==> src/rtl/lcd_frame_read_scheduler_pkg.sv <==
`default_nettype none
// ============================================================================
// Module : lcd_sched_pkg
// Brief  : Shared types, constants and helpers for the LCD frame read
//          scheduler (state encoding, counter widths, burst length clamp).
// Rev    : 1.0 - initial release
// ============================================================================
package lcd_sched_pkg;

  // Scheduler states, explicitly encoded in 3 bits
  typedef enum logic [2:0] {
    IDLE  = 3'd0,
    FLUSH = 3'd1,
    CHECK = 3'd2,
    REQ   = 3'd3,
    BURST = 3'd4
  } sched_state_e;

  // Number of cycles the pixel FIFO clear is held
  localparam int unsigned FLUSH_CYC = 2;
  localparam int unsigned FLUSH_W   = (FLUSH_CYC > 1) ? $clog2(FLUSH_CYC) : 1;

  // Frame offset / remaining-word counters and burst length widths
  localparam int unsigned CNT_W = 20;
  localparam int unsigned LEN_W = 9;

  // Length of the next burst: a full burst, or whatever is left of the frame
  function automatic logic [LEN_W-1:0] min_len(input logic [CNT_W-1:0] words_left,
                                               input logic [CNT_W-1:0] burst_len);
    if (words_left < burst_len) begin
      return words_left[LEN_W-1:0];
    end
    return burst_len[LEN_W-1:0];
  endfunction

endpackage
`default_nettype wire

==> src/rtl/lcd_frame_read_scheduler_if.sv <==
`default_nettype none
// ============================================================================
// Module : lcd_frame_read_scheduler_if
// Brief  : SDRAM read-port request/grant/completion bundle between the
//          frame read scheduler (master) and the read-port arbiter (slave).
// Rev    : 1.0 - initial release
// ============================================================================
interface lcd_frame_read_scheduler_if
  import lcd_sched_pkg::*;
#(
  parameter int unsigned ADDR_W = 24
);
  logic              rd_req;
  logic              rd_ack;
  logic [ADDR_W-1:0] rd_addr;
  logic [LEN_W-1:0]  rd_len;
  logic              rd_done;

  modport master (output rd_req, rd_addr, rd_len, input rd_ack, rd_done);
  modport slave  (input rd_req, rd_addr, rd_len, output rd_ack, rd_done);
endinterface
`default_nettype wire

==> src/rtl/lcd_frame_read_scheduler_addr_gen.sv <==
`default_nettype none
// ============================================================================
// Module : lcd_burst_addr_gen
// Brief  : Tracks the displayed bank, frame offset and remaining words, and
//          produces the start address and length of each read burst.
// Rev    : 1.0 - initial release
// ============================================================================
module lcd_burst_addr_gen
  import lcd_sched_pkg::*;
#(
  parameter int unsigned ADDR_W      = 24,
  parameter int unsigned FRAME_WORDS = 307200,
  parameter int unsigned BANK_STRIDE = 524288,
  parameter int unsigned BURST_LEN   = 256
) (
  input  wire logic              clk,
  input  wire logic              rst_n,
  input  wire logic              load,       // restart the frame
  input  wire logic              load_bank,  // bank to display for the new frame
  input  wire logic              issue,      // capture the next burst descriptor
  input  wire logic              advance,    // current burst has landed
  output logic                   bank,
  output logic [CNT_W-1:0]       words_left,
  output logic [ADDR_W-1:0]      addr,
  output logic [LEN_W-1:0]       len
);

  localparam logic [CNT_W-1:0]  c_frame_words = CNT_W'(FRAME_WORDS);
  localparam logic [CNT_W-1:0]  c_burst_len   = CNT_W'(BURST_LEN);
  localparam logic [ADDR_W-1:0] c_bank_stride = ADDR_W'(BANK_STRIDE);

  logic [CNT_W-1:0]  r_offset;
  logic [CNT_W-1:0]  r_words_left;
  logic              r_bank;
  logic [ADDR_W-1:0] r_addr;
  logic [LEN_W-1:0]  r_len;
  logic [ADDR_W-1:0] w_base;

  assign w_base = r_bank ? c_bank_stride : '0;

  // Frame position: reset to the frame start on load, step by the burst just completed
  always_ff @(posedge clk or negedge rst_n) begin
    if (!rst_n) begin
      r_offset     <= '0;
      r_words_left <= '0;
      r_bank       <= 1'b0;
    end else if (load) begin
      r_offset     <= '0;
      r_words_left <= c_frame_words;
      r_bank       <= load_bank;
    end else if (advance) begin
      r_offset     <= r_offset + CNT_W'(r_len);
      r_words_left <= r_words_left - CNT_W'(r_len);
    end
  end

  // Burst descriptor: frozen from issue until the next issue so it stays stable while requested
  always_ff @(posedge clk or negedge rst_n) begin
    if (!rst_n) begin
      r_addr <= '0;
      r_len  <= '0;
    end else if (issue) begin
      r_len  <= min_len(r_words_left, c_burst_len);
      r_addr <= w_base + ADDR_W'(r_offset);
    end
  end

  assign bank       = r_bank;
  assign words_left = r_words_left;
  assign addr       = r_addr;
  assign len        = r_len;

endmodule
`default_nettype wire

==> src/rtl/lcd_frame_read_scheduler.sv <==
`default_nettype none
// ============================================================================
// Module : lcd_frame_read_scheduler
// Brief  : Keeps the LCD pixel FIFO ahead of the display by issuing SDRAM
//          read bursts; on each frame start it flushes the FIFO and switches
//          to the newest completed ping-pong bank.
// Rev    : 1.0 - initial release
// ============================================================================
module lcd_frame_read_scheduler
  import lcd_sched_pkg::*;
#(
  parameter int unsigned ADDR_W      = 24,
  parameter int unsigned FRAME_WORDS = 307200,
  parameter int unsigned BANK_STRIDE = 524288,
  parameter int unsigned BURST_LEN   = 256,
  parameter int unsigned FIFO_DEPTH  = 1024,
  parameter int unsigned LVL_W       = 11
) (
  input  wire logic                   clk,
  input  wire logic                   rst_n,
  input  wire logic                   lcd_framesync,
  input  wire logic                   lcd_request,
  input  wire logic [LVL_W-1:0]       fifo_rdusedw,
  output logic                        fifo_aclr,
  input  wire logic                   wr_frame_done,
  input  wire logic                   wr_bank,
  lcd_frame_read_scheduler_if.master  rd,
  output logic                        rd_bank,
  output logic                        underflow
);

  // A burst is only requested when the whole burst is guaranteed to fit
  localparam logic [LVL_W-1:0]   c_fill_max   = LVL_W'(FIFO_DEPTH - BURST_LEN);
  localparam logic [FLUSH_W-1:0] c_flush_last = FLUSH_W'(FLUSH_CYC - 1);

  sched_state_e       r_state;
  sched_state_e       w_next_state;
  logic               r_vs_d;
  logic               r_fs_edge;
  logic               r_latest_bank;
  logic               r_pending;
  logic               r_underflow;
  logic [FLUSH_W-1:0] r_flush_cnt;
  logic               w_load;
  logic               w_issue;
  logic               w_advance;
  logic               w_rd_req;
  logic               w_aclr;
  logic               w_bank_sel;
  logic [CNT_W-1:0]   w_words_left;

  // A bank completed in the same cycle as the frame start must win over the latched one
  assign w_bank_sel = wr_frame_done ? wr_bank : r_latest_bank;

  // Registered falling-edge detect on the active-low vsync
  always_ff @(posedge clk or negedge rst_n) begin
    if (!rst_n) begin
      r_vs_d    <= 1'b1;
      r_fs_edge <= 1'b0;
    end else begin
      r_vs_d    <= lcd_framesync;
      r_fs_edge <= r_vs_d & ~lcd_framesync;
    end
  end

  // Remember the most recently completed bank from the writer
  always_ff @(posedge clk or negedge rst_n) begin
    if (!rst_n) begin
      r_latest_bank <= 1'b0;
    end else if (wr_frame_done) begin
      r_latest_bank <= wr_bank;
    end
  end

  // Frame start seen while a burst is outstanding: flush once that burst has landed
  always_ff @(posedge clk or negedge rst_n) begin
    if (!rst_n) begin
      r_pending <= 1'b0;
    end else if (r_state == FLUSH) begin
      r_pending <= 1'b0;
    end else if (r_fs_edge && (r_state == REQ || r_state == BURST)) begin
      r_pending <= 1'b1;
    end
  end

  // Flush length counter; a new frame start during the flush restarts it
  always_ff @(posedge clk or negedge rst_n) begin
    if (!rst_n) begin
      r_flush_cnt <= '0;
    end else if (r_state != FLUSH || r_fs_edge) begin
      r_flush_cnt <= '0;
    end else begin
      r_flush_cnt <= r_flush_cnt + 1'b1;
    end
  end

  // Sticky underflow: the display popped an empty FIFO outside a deliberate flush
  always_ff @(posedge clk or negedge rst_n) begin
    if (!rst_n) begin
      r_underflow <= 1'b0;
    end else if (lcd_request && fifo_rdusedw == '0 && r_state != FLUSH) begin
      r_underflow <= 1'b1;
    end
  end

  // State register
  always_ff @(posedge clk or negedge rst_n) begin
    if (!rst_n) begin
      r_state <= IDLE;
    end else begin
      r_state <= w_next_state;
    end
  end

  // Next-state and control decode
  always_comb begin
    w_next_state = r_state;
    w_load       = 1'b0;
    w_issue      = 1'b0;
    w_advance    = 1'b0;
    w_rd_req     = 1'b0;
    w_aclr       = 1'b0;
    case (r_state)
      IDLE: begin
        if (r_fs_edge) w_next_state = FLUSH;
      end
      FLUSH: begin
        w_aclr = 1'b1;
        w_load = 1'b1;
        if (!r_fs_edge && r_flush_cnt == c_flush_last) w_next_state = CHECK;
      end
      CHECK: begin
        if (r_fs_edge) begin
          w_next_state = FLUSH;
        end else if (w_words_left == '0) begin
          w_next_state = IDLE;
        end else if (fifo_rdusedw <= c_fill_max) begin
          w_issue      = 1'b1;
          w_next_state = REQ;
        end
      end
      REQ: begin
        w_rd_req = 1'b1;
        if (rd.rd_ack) w_next_state = BURST;
      end
      BURST: begin
        if (rd.rd_done) begin
          w_advance    = 1'b1;
          w_next_state = (r_pending || r_fs_edge) ? FLUSH : CHECK;
        end
      end
      default: w_next_state = IDLE;
    endcase
  end

  lcd_burst_addr_gen #(
    .ADDR_W      (ADDR_W),
    .FRAME_WORDS (FRAME_WORDS),
    .BANK_STRIDE (BANK_STRIDE),
    .BURST_LEN   (BURST_LEN)
  ) u_addr_gen (
    .clk        (clk),
    .rst_n      (rst_n),
    .load       (w_load),
    .load_bank  (w_bank_sel),
    .issue      (w_issue),
    .advance    (w_advance),
    .bank       (rd_bank),
    .words_left (w_words_left),
    .addr       (rd.rd_addr),
    .len        (rd.rd_len)
  );

  assign rd.rd_req = w_rd_req;
  assign fifo_aclr = w_aclr;
  assign underflow = r_underflow;

endmodule
`default_nettype wire

==> src/flat_wrapper.sv <==
// flat-port wrapper written by rule: the top's interface ports become plain ports
module lcd_frame_read_scheduler_flat import lcd_sched_pkg::*;
#(
  parameter int unsigned ADDR_W      = 24,
  parameter int unsigned FRAME_WORDS = 307200,
  parameter int unsigned BANK_STRIDE = 524288,
  parameter int unsigned BURST_LEN   = 256,
  parameter int unsigned FIFO_DEPTH  = 1024,
  parameter int unsigned LVL_W       = 11
)
  (clk, rst_n, lcd_framesync, lcd_request, fifo_rdusedw, fifo_aclr, wr_frame_done, wr_bank, rd_bank, underflow, rd_rd_req, rd_rd_addr, rd_rd_len, rd_rd_ack, rd_rd_done);
  lcd_frame_read_scheduler_if #(.ADDR_W(ADDR_W)) rd_i ();
  input  wire logic clk;
  input  wire logic rst_n;
  input  wire logic lcd_framesync;
  input  wire logic lcd_request;
  input  wire logic [LVL_W-1:0] fifo_rdusedw;
  output logic fifo_aclr;
  input  wire logic wr_frame_done;
  input  wire logic wr_bank;
  output logic rd_bank;
  output logic underflow;
  output wire logic [$bits(rd_i.rd_req)-1:0] rd_rd_req;
  output wire logic [$bits(rd_i.rd_addr)-1:0] rd_rd_addr;
  output wire logic [$bits(rd_i.rd_len)-1:0] rd_rd_len;
  input wire logic [$bits(rd_i.rd_ack)-1:0] rd_rd_ack;
  input wire logic [$bits(rd_i.rd_done)-1:0] rd_rd_done;
  assign rd_rd_req = rd_i.rd_req;
  assign rd_rd_addr = rd_i.rd_addr;
  assign rd_rd_len = rd_i.rd_len;
  assign rd_i.rd_ack = rd_rd_ack;
  assign rd_i.rd_done = rd_rd_done;
  lcd_frame_read_scheduler #(.ADDR_W(ADDR_W), .FRAME_WORDS(FRAME_WORDS), .BANK_STRIDE(BANK_STRIDE), .BURST_LEN(BURST_LEN), .FIFO_DEPTH(FIFO_DEPTH), .LVL_W(LVL_W)) u_core (.clk(clk), .rst_n(rst_n), .lcd_framesync(lcd_framesync), .lcd_request(lcd_request), .fifo_rdusedw(fifo_rdusedw), .fifo_aclr(fifo_aclr), .wr_frame_done(wr_frame_done), .wr_bank(wr_bank), .rd(rd_i), .rd_bank(rd_bank), .underflow(underflow));
endmodule
==> config.mk <==
export PLATFORM = sky130hd
export DESIGN_NAME = lcd_frame_read_scheduler_flat
export DESIGN_NICKNAME = d
export VERILOG_FILES = /design/src/rtl/lcd_frame_read_scheduler_pkg.sv /design/src/rtl/lcd_frame_read_scheduler_if.sv /design/src/rtl/lcd_frame_read_scheduler_addr_gen.sv /design/src/rtl/lcd_frame_read_scheduler.sv /design/src/flat_wrapper.sv
export SDC_FILE = /design/constraint.sdc
export NUM_CORES = 1
export LEC_CHECK = 0
export ABC_AREA = 1
export CAP_MARGIN = 20
export CELL_PAD_IN_SITES_DETAIL_PLACEMENT = 1
export CELL_PAD_IN_SITES_GLOBAL_PLACEMENT = 2
export CORE_UTILIZATION = 30
export DETAILED_ROUTE_END_ITERATION = 6
export PLACE_DENSITY_LB_ADDON = 0.3
export SETUP_SLACK_MARGIN = 0.4
export SYNTH_ARGS = -nofsm -noshare
export SYNTH_HDL_FRONTEND = slang
export SYNTH_SLANG_ARGS = --single-unit
export TNS_END_PERCENT = 30
==> constraint.sdc <==
create_clock -name clk -period 2.44 [get_ports clk]
set_input_delay 0.366 -clock clk [delete_from_list [all_inputs] [get_ports clk]]
set_output_delay 0.366 -clock clk [all_outputs]
set_load 0.005 [all_outputs]
==> metrics.txt, run 1 <==
status completed; syn_area_per_cell 7.12 µm²; Synth Register Bits 80; final count of negative-setup-slack endpoints 0; Cells after Synth 677; worst skew pair latency 350 ps; Via density 4.68; placer congestion estimate 0.845; initial antenna violation count 0; H-tree levels 3; RSZ-0062 raised after global routing true; crit path time final 2010 ps; largest net degree at the start of global routing 31; crit end category primary output; vias in the first global route 4673; number of port buffers 52; Starting Density 0.313; Final #Nets 778; max_cap viols 0; Die Y-Extent 129 µm; global-route wire length before repair 23200 µm; num rows 45; DRC Markers 0; startpoint types flip-flop; Worst IR Drop VDD 0.419 mV; Max Fclk 497 MHz; CTS Buffer Depth 2; commonest non-fill, non-tap cells in the layout 237 x nand2_1, 80 x nor2_1, 79 x inv_1; clock skew 5.80 ps; Crit path buffers/inverters 3; DRT iter0 DRCs 163; post-synth top area cell dfrtp_1; Inserted Diodes 0; Arr. time, crit path 1640 ps; CP max FO 5; Worst path max stage delay 500 ps; fillers 1951; Critical Path RT 2070 ps; Register Area 2010 µm²; Seq/Total Area, Yosys 0.415; post-layout util 0.390; top_reg_cell synth dfrtp_1; Ports 56; CTS Sinks 80; Syn-to-layout area delta 24.8%; Hold Path Class reg -> reg; Reg clk slew, reported paths 60 ps; GRT Total Usage 0.182; Overflow after GRT 0; drt wl/cell 14.5 µm; Setup Crit Path Kind reg -> out; WL final 13900 µm; Syn Std Cell Area 4820 µm²; Post-synth EDFFs 0; Final Hold Fails 0; post-synth top area share 0.410; CORE AREA 15400 µm²; leakage 3.05 nW; drt pass-1 iters 4; Final Cycle Share 0.824; fraction of layout cells with a size suffix above 1 0.0915; clk root buf clkbuf_16; CTS tree built; slowest CP cell clkdlybuf4s50_1; Synth Warn # 0; FFs w/ async S/R, synth 1.00; Cell variety after synth 36; pwr dens 754 nW/µm²; final setup TNS 0 ps; synth top area cells dfrtp_1 41%, nand2_1 19%, nor2_1 6.2%, inv_1 6.1%, nand3_1 5.1%; area of the multi-input gates 2440 µm²; CP top delay family buffers and inverters; HPWL Detailed 10500 µm; Num CTS Buffers 9; worst-path cell chain inv_2 -> nand3_2 -> inv_2 -> clkdlybuf4s50_1; commonest non-fill, non-tap cell in the layout nand2_1; Pins Over Slew Limit 0; Most common cell on crit path inv_2; DIE AREA 16600 µm²; worst hold slack 437 ps; r2r setup slk 460 ps; Horiz. Die Dim 129 µm; post-route ant nets 0; routed via count 4464
## timing repair
item                                   CTS  global route
hold buffers                             1             0
setup buffers                            1             0
setup endpoints to repair                4            20
pin swaps                                0             1
endpoints found under the hold margin   26             0
gates resized for setup                  3            16
## flip-flops by register name (all words and copies together), names as in the netlist
register and cells:
u_core.u_addr_gen.addr 21, u_core.u_addr_gen.r_offset 20, u_core.u_addr_gen.words_left 20, u_core.u_addr_gen.len 9, u_core.r_state 3, u_core.r_flush_cnt 1, u_core.r_fs_edge 1, u_core.r_latest_bank 1
u_core.r_pending 1, u_core.r_vs_d 1, u_core.u_addr_gen.bank 1, u_core.underflow 1
## where the power goes
group          total, mW  leakage, nW  switching, mW  internal, mW
sequential          1.51         1.07         0.0840          1.43
combinational       1.43         1.81          0.942         0.491
clock               1.60        0.162          0.594          1.00
total               4.54         3.05           1.62          2.92
## kinds of logic (layout without fill, tap and decap cells)
group | Yosys count | count (layout) | share of synthesized area
other cells | 1 | 3 | 0.000778
flops | 80 | 80 | 0.415
simple gates | 410 | 410 | 0.359
mux | 1 | 1 | 0.00234
compound gates | 57 | 57 | 0.0641
fa+ha+maj | 21 | 21 | 0.0576
buf+inv | 102 | 166 | 0.0919
xor+xnor | 5 | 5 | 0.00908
## area by class of cell
class,count,area share
clock buffers,9,0.0374
clock inverters,7,0.0198
inverters,84,0.0524
multi-input cells,497,0.405
flip-flops and latches,80,0.333
well taps,211,0.0439
repair buffers,66,0.108
## stage by stage
step / setup WS (ps) / cells / power [mW] / cell area [µm²]
global placement: 418 / 936 / 2.89 / 5600
finish: 430 / 954 / 4.54 / 6020
floorplan: 649 / 679 / 2.46 / 4830
CTS: 372 / 954 / 4.59 / 5980
detailed placement: 377 / 936 / 2.93 / 5600
global route: 338 / 954 / 4.84 / 6020
## final timing paths
| path | cells after the start | startpoint | to |
|---|---|---|---|
| worst max-delay path | 4 | u_core.r_state[2] | fifo_aclr |
| worst min-delay path | 1 | u_core.r_flush_cnt | u_core.r_flush_cnt |
| worst max register to register | 9 | u_core.u_addr_gen.len[7] | u_core.u_addr_gen.words_left[9] |
| worst min register to register | 1 | u_core.r_flush_cnt | u_core.r_flush_cnt |
| max in group asynchronous | 3 | rst_n | u_core.u_addr_gen.r_offset[17] |
| min in group asynchronous | 2 | rst_n | u_core.u_addr_gen.words_left[4] |
## layer usage
layer  global-route usage  routed length (µm)  up-vias
met5                    0                   0        -
met4               0.0657                 201        0
met3               0.0204                 200       11
met2                0.322                6970       31
met1                0.228                6510     2173
li1                     -                   -     2249
## worst register-to-register path, delay by kind of cell (launching register included)
kind                       cells  cell delay (ps)
buffers and inverters          2              240
and+or+nand+nor                5              430
AOI/OAI and AO/OA              1              370
adders and majority gates      1              380
DFF                            1              460
## synthesized netlist by cell type, types with 6 or more instances
cell	count
nand2_1	243
nor2_1	80
dfrtp_1	79
inv_1	79
nand3_1	49
a21oi_1	24
o21ai_0	21
ha_1	19
nand4_1	14
buf_4	8
nor3_1	8
buf_2	6
nor2_2	6
o22ai_1	6
No activity file was read; power rests on OpenSTA's default activity.
==> run 2: changes to the inputs <==
--- a/config.mk
+++ b/config.mk
@@ -9,7 +9,7 @@
 export CAP_MARGIN = 20
 export CELL_PAD_IN_SITES_DETAIL_PLACEMENT = 1
 export CELL_PAD_IN_SITES_GLOBAL_PLACEMENT = 2
-export CORE_UTILIZATION = 30
+export CORE_UTILIZATION = 29
 export DETAILED_ROUTE_END_ITERATION = 6
 export PLACE_DENSITY_LB_ADDON = 0.3
 export SETUP_SLACK_MARGIN = 0.4
==> constraint.sdc (replaced) <==
create_clock -name clk -period 1.6 [get_ports clk]
set_input_delay 0.24 -clock clk [delete_from_list [all_inputs] [get_ports clk]]
set_output_delay 0.24 -clock clk [all_outputs]
set_load 0.005 [all_outputs]
==> run 2 against run 1 <==
Net effect:
- critical endpoint is now u_core.u_addr_gen.words_left[18]
- critical path type is now reg -> reg
- sequential power increased by 56%
- first-iteration DRC count increased by 63%
- the flow now finishes with violations (negative setup slack)
- count of clock-buffer cells in the layout increased by 4
- via count increased by 16%
- largest cell class unchanged
- setup slack got worse by 660 ps
- combinational power increased by 130%
==> metrics.txt, run 2 (same netlist as run 1, synthesis figures left out) <==
clock skew 7.58 ps (+1.78 ps); busiest grt layer met2; worst-path cell chain ha_4 -> fa_2 -> inv_2 -> nand3_2 -> nand3_4 -> buf_6 -> nand2_4 -> nand2_4 -> nand2_2 -> nand4_1 -> nand3_1; Max Fclk 546 MHz; fillers 1867 (-4.3%); initial antenna violation count 0 (unchanged); clk root buf clkbuf_16; Clock Power Share 0.281 (-0.071); CTS Sinks 80 (unchanged); Setup Crit Path Kind reg -> reg; crit path time final 1830 ps; GR Layer Usage met1 0.256 (+0.0282); WL final 18400 µm (+32%); Starting Density 0.300 (-0.0123); Critical Path RT 1820 ps (-250 ps); CP top delay family adder cells; RSZ-0062 raised after global routing true; max_cap viols 0 (unchanged); CORE AREA 16100 µm² (+4.1%); Ports 56 (unchanged); Arr. time, crit path 2050 ps (+410 ps); post-layout util 0.496 (+0.106); routed via count 5160 (+16%); fraction of layout cells with a size suffix above 1 0.451 (+0.359); Crit path buffers/inverters 2 (-1); drt pass-1 iters 4 (unchanged); HPWL Detailed 11500 µm (+9.8%); Pint 4.89 mW (+68%); number of flip-flops in the largest register 21 (unchanged); Combinational Power Share 0.422 (+0.106); commonest non-fill, non-tap cell in the layout nand2_1; Via density 4.84 (+3.4%); Horiz. Die Dim 131 µm (+1.7%); CP max FO 3 (-2); number of port buffers 52 (unchanged); switching pwr 2.99 mW (+85%); failing checks negative setup slack; DIE AREA 17100 µm² (+3.4%); vias in the first global route 5372 (+15%); Sw Ratio 0.380 (+0.0226); Pins Over Slew Limit 0 (unchanged); met2 Resource Use GR 0.397 (+0.0757); drt wl/cell 17.2 µm (+18%); Final Hold Fails 0 (unchanged); startpoint types flip-flop; Final #Nets 885 (+14%); slowest CP cell dfrtp_2; Worst path max stage delay 450 ps (-50 ps); worst hold slack 318 ps (-119 ps); setup ws final -231 ps (-660 ps); num rows 46 (+2.2%); CTS tree built; worst skew pair latency 340 ps (about the same); grt met3 use 0.0232 (+0.00283); Hold Path Class in -> async; DRT iter0 DRCs 265 (+63%); Final Cycle Share 1.14; leakage 3.99 nW (+31%); status complete, but fails checks; Layout Cells excl Fill 1066 (+12%); final count of negative-setup-slack endpoints 32 (+32); Die Y-Extent 131 µm (+1.7%); Most common cell on crit path nand2_4; Setup WS pre-CTS -239 ps (-617 ps); crit end category flip-flop; Reg clk slew, reported paths 60 ps (about the same); pwr dens 989 nW/µm² (+31%); Inserted Diodes 0 (unchanged); Num CTS Buffers 9 (unchanged); H-tree levels 3 (unchanged); post-route ant nets 0 (unchanged); largest net degree at the start of global routing 67 (+120%); DRC Markers 0 (unchanged); commonest non-fill, non-tap cells in the layout 164 x nand2_1, 86 x buf_4, 68 x dfrtp_1; Flop pwr share 0.298 (-0.035); GRT Total Usage 0.213 (+0.0317); placed insts 1004 (+7.3%); global-route wire length before repair 27700 µm (+19%); Syn-to-layout area delta 65.3%; CTS Buffer Depth 2 (unchanged); Worst IR Drop VDD 0.703 mV (+68%); placer congestion estimate 0.809 (-4.2%); Overflow after GRT 0 (unchanged)
==> run 2: cell count changes in the layout (fill, tap and decap cells not counted), sizes merged <==
cell and delta:
clkbuf +19, bufinv -2, dlygate4sd2 +1, clkdlybuf4s15 +9, clkdlybuf4s50 -32, clkinv -1
buf +114, clkinvlp -1
==> run 2: repair_timing <==
action | CTS | global route
resized for setup | 220 | 155
pin swaps | 66 | 71
endpoints found under the setup margin | 109 | 104
endpoints found under the hold margin | 13 | 0
hold buffers | 1 | 0
cloned | 2 | 2
buffers inserted | 19 | 22
==> run 2: final timing paths <==
kind                       cells after the start                               end                startpoint  slack (ps)
max                                           11  u_core.u_addr_gen.words_left[18]  u_core.u_addr_gen.len[0]        -230
min                                            2  u_core.u_addr_gen.words_left[19]                     rst_n         320
max reg2reg                                   11  u_core.u_addr_gen.words_left[18]  u_core.u_addr_gen.len[0]        -230
min reg2reg                                    1                u_core.r_flush_cnt        u_core.r_flush_cnt         440
max in group asynchronous                      3                 u_core.r_state[0]                     rst_n         610
min in group clk                               1                     u_core.r_vs_d             lcd_framesync         350
==> run 2: stage by stage <==
| step | setup TNS (ps) | total power [mW] | instance area, µm² |
|---|---|---|---|
| CTS | -1840 | 7.50 | 7390 |
| global route | -7590 | 8.29 | 7970 |
| finish | -3400 | 7.88 | 7970 |
| global placement | -5150 | 4.78 | 6380 |
| detailed placement | -10350 | 4.86 | 6380 |
| floorplan | -158 | 3.88 | 5120 |
==> run 2: cell type report <==
type                            instances  area (µm²)  area share
Multi-Input combinational cell        497        3460       0.435
Sequential cell                        80        2020       0.253
Timing Repair Buffer                  173        1570       0.197
Inverter                               84         339      0.0425
Clock buffer                           13         270      0.0339
Tap cell                              216         270      0.0339
Clock inverter                          3        40.0     0.00502
==> run 2: power by group through the flow <==
stage          Sequential [mW]  Clock, mW  Combinational, mW
2_1_floorplan             2.34          0               1.54
3_3_place_gp              2.36          0               2.42
3_5_place_dp              2.37          0               2.49
4_1_cts                   2.33       2.25               2.92
5_1_grt                   2.37       2.34               3.58
6_report                  2.35       2.21               3.32
==> run 2: routing by layer <==
layer / wire, µm / up-vias
li1: - / 2480
met1: 7590 / 2609
met2: 10000 / 48
met3: 356 / 23
met4: 388 / 0
met5: 0 / -
==> run 3: changes to the inputs <==
--- a/config.mk
+++ b/config.mk
@@ -5,11 +5,11 @@
 export SDC_FILE = /design/constraint.sdc
 export NUM_CORES = 1
 export LEC_CHECK = 0
-export ABC_AREA = 1
 export CAP_MARGIN = 20
 export CELL_PAD_IN_SITES_DETAIL_PLACEMENT = 1
 export CELL_PAD_IN_SITES_GLOBAL_PLACEMENT = 2
-export CORE_UTILIZATION = 29
+export CORE_MARGIN = 5
+export CORE_UTILIZATION = 32
 export DETAILED_ROUTE_END_ITERATION = 6
 export PLACE_DENSITY_LB_ADDON = 0.3
 export SETUP_SLACK_MARGIN = 0.4
==> run 3 against run 2 <==
Net effect:
- synthesized cell count is 37% lower
- combinational power is 120% higher
- final cell count is 26% lower
- sequential cell count stayed put
- count of clock-buffer cells in the layout is 2 lower
- sequential share of layout area is 4.1 points higher
- routed wire length is 27% lower
- fmax is 12% lower
- sequential power is 22% higher
- non-clock buffer count is 16 higher
- final area is 14% lower
- via count is 24% lower
- the run still ends with negative setup slack left
==> metrics.txt, run 3 <==
crit end category flip-flop; failing checks negative setup slack; final count of negative-setup-slack endpoints 76 (+140%); crit path time final 2090 ps (+260 ps); Synth Warn # 0 (unchanged); Via density 4.96 (+2.4%); setup ws final -490 ps (-260 ps); placer congestion estimate 0.820 (+1.4%); routed via count 3920 (-24%); number of port buffers 52 (unchanged); post-route ant nets 0 (unchanged); Setup WS pre-CTS -706 ps (-467 ps); Seq/Total Area, Yosys 0.463 (+0.0477); H-tree levels 3 (unchanged); Final #Nets 650 (-27%); GRT Total Usage 0.174 (-0.0392); post-synth top area cell dfrtp_1; HPWL Detailed 9500 µm (-18%); design area 6830 µm² (-14%); CTS Buffer Depth 2 (unchanged); DRT iter0 DRCs 161 (-39%); Die Y-Extent 126 µm (-3.6%); startpoint types flip-flop; Horiz. Die Dim 126 µm (-3.6%); fillers 1453 (-22%); leakage 3.18 nW (-20%); Critical Path RT 1830 ps (about the same); WL final 13500 µm (-27%); CTS Sinks 80 (unchanged); num rows 42 (-8.7%); top-count cell post-synth dfrtp_1; CORE AREA 13200 µm² (-18%); Arr. time, crit path 2320 ps (+270 ps); Syn-to-layout area delta 57.8%; Pins Over Slew Limit 0 (unchanged); top_reg_cell synth dfrtp_1; fraction of layout cells with a size suffix above 1 0.455 (+0.00470); Cell variety after synth 64 (+78%); commonest non-fill, non-tap cells in the layout 115 x buf_4, 77 x dfrtp_1, 37 x nand2_1; post-layout util 0.515 (+0.0191); clock skew 5.94 ps (-1.64 ps); synth cell count leaders 79 x dfrtp_1, 43 x nand2_1, 25 x nor2_1, 25 x o21ai_0, 24 x a21oi_1; CTS tree built; final setup TNS -25440 ps (-22040 ps); max_cap viols 0 (unchanged); Inserted Diodes 0 (unchanged); Reg clk slew, reported paths 60 ps (about the same); commonest non-fill, non-tap cell in the layout buf_4; status complete, but fails checks; initial antenna violation count 0 (unchanged); Ports 56 (unchanged); Setup Crit Path Kind reg -> reg; Post-synth EDFFs 0 (unchanged); slowest CP cell or4b_4; Final Cycle Share 1.31 (+0.162); worst-path cell chain buf_6 -> or4b_4 -> a31o_4 -> nor2b_4 -> buf_12 -> mux2_4; Starting Density 0.327 (+0.0263); FFs w/ async S/R, synth 1.00 (unchanged); Final Hold Fails 0 (unchanged); worst hold slack 336 ps (+17.7 ps); vias in the first global route 4324 (-20%); Max Fclk 478 MHz (-12%); RSZ-0062 raised after global routing true; largest net degree at the start of global routing 32 (-52%); Synth Register Bits 80 (unchanged); synth top area cells dfrtp_1 46%, ha_1 5.5%, mux2_1 4.9%, nand2_1 3.7%, xor2_1 3.0%; post-synth top area share 0.457 (+0.0471); worst skew pair latency 350 ps (about the same); clk root buf clkbuf_16; DRC Markers 0 (unchanged); Syn Std Cell Area 4330 µm² (-10%); global-route wire length before repair 22100 µm (-20%); pwr dens 1830 nW/µm² (+85%); Worst IR Drop VDD 0.730 mV (+3.8%); DIE AREA 15900 µm² (-7.0%); syn_area_per_cell 10.1 µm² (+42%); drt pass-1 iters 4 (unchanged); Num CTS Buffers 9 (unchanged); Hold Path Class in -> reg; Cells after Synth 427 (-37%); CP max FO 20 (+17); number of flip-flops in the largest register 21 (unchanged); Overflow after GRT 0 (unchanged); Worst path max stage delay 480 ps (+30 ps); Post-DP Area 6040 µm² (-5.3%); drt wl/cell 17.1 µm (-1.0%)
==> run 3: cell count changes after synthesis, sizes merged, moves of 16 or more <==
| cell | delta |
|---|---|
| o21ai | +16 |
| nand2 | -201 |
| nor2 | -62 |
| mux2 | +21 |
| inv | -67 |
| nand3 | -36 |
==> run 3: cell families after synthesis <==
| group | synth area share |
|---|---|
| muxes | 0.0683 |
| and+or+nand+nor | 0.191 |
| buffers and inverters | 0.0367 |
| xor gates and xnor gates | 0.0466 |
| adders and majority gates | 0.0642 |
| other | 0.000867 |
| AOI/OAI and AO/OA | 0.129 |
| DFF | 0.463 |
==> run 3: critical path, delay by kind of cell (launching register included) <==
kind            cells  cell delay (ps)
compound gates      1              240
buf+inv             2              340
flops               1              400
mux                 1              320
simple gates        2              660
==> run 3: area by class of cell <==
| class | count | area (µm²) | area share |
|---|---|---|---|
| clock inverter | 5 | 80.1 | 0.0117 |
| sequential | 80 | 2010 | 0.294 |
| multi-input combinational | 315 | 2650 | 0.388 |
| clock buffer | 11 | 243 | 0.0356 |
| inverter | 15 | 61.3 | 0.00898 |
| tap | 176 | 220 | 0.0323 |
| timing repair buffer | 189 | 1570 | 0.230 |
==> run 3: through the flow <==
stage               total power, mW  std cells
floorplan                      5.86        429
global placement               8.61        759
detailed placement             8.80        759
CTS                            12.1        785
global route                   13.3        791
finish                         12.5        791
==> run 3: path summary, 6_finish.rpt <==
kind | to | slack, ps | start | depth (start not counted)
worst min-delay path | u_core.r_vs_d | 340 | lcd_framesync | 1
min in group asynchronous | u_core.u_addr_gen.addr[2] | 350 | rst_n | 2
max in group asynchronous | u_core.r_vs_d | 700 | rst_n | 3
worst min register to register | u_core.r_flush_cnt | 430 | u_core.r_flush_cnt | 1
worst max-delay path | u_core.u_addr_gen.addr[0] | -490 | u_core.r_state[2] | 6
worst max register to register | u_core.u_addr_gen.addr[0] | -490 | u_core.r_state[2] | 6
==> run 3: routing by layer <==
metal | up-vias | wire [µm] | GRT usage
met1 | 1958 | 5800 | 0.209
met2 | 54 | 7080 | 0.311
met3 | 13 | 432 | 0.0351
met4 | 0 | 187 | 0.0587
li1 | 1895 | - | -
met5 | - | 0 | 0
==> run 3: repair_timing <==
action                     CTS  global route
hold buffers                 1             0
hold endpoints to repair    25             0
setup endpoints to repair  111            96
pin swaps                   30            20
gates resized for setup    155            59
buffers inserted             9             6
==> run 3: power breakdown <==
group          total, mW  switching [mW]  internal (mW)
Combinational       7.33            3.40           3.94
Sequential          2.87           0.393           2.48
Clock               2.27           0.865           1.41
Total               12.5            4.66           7.82
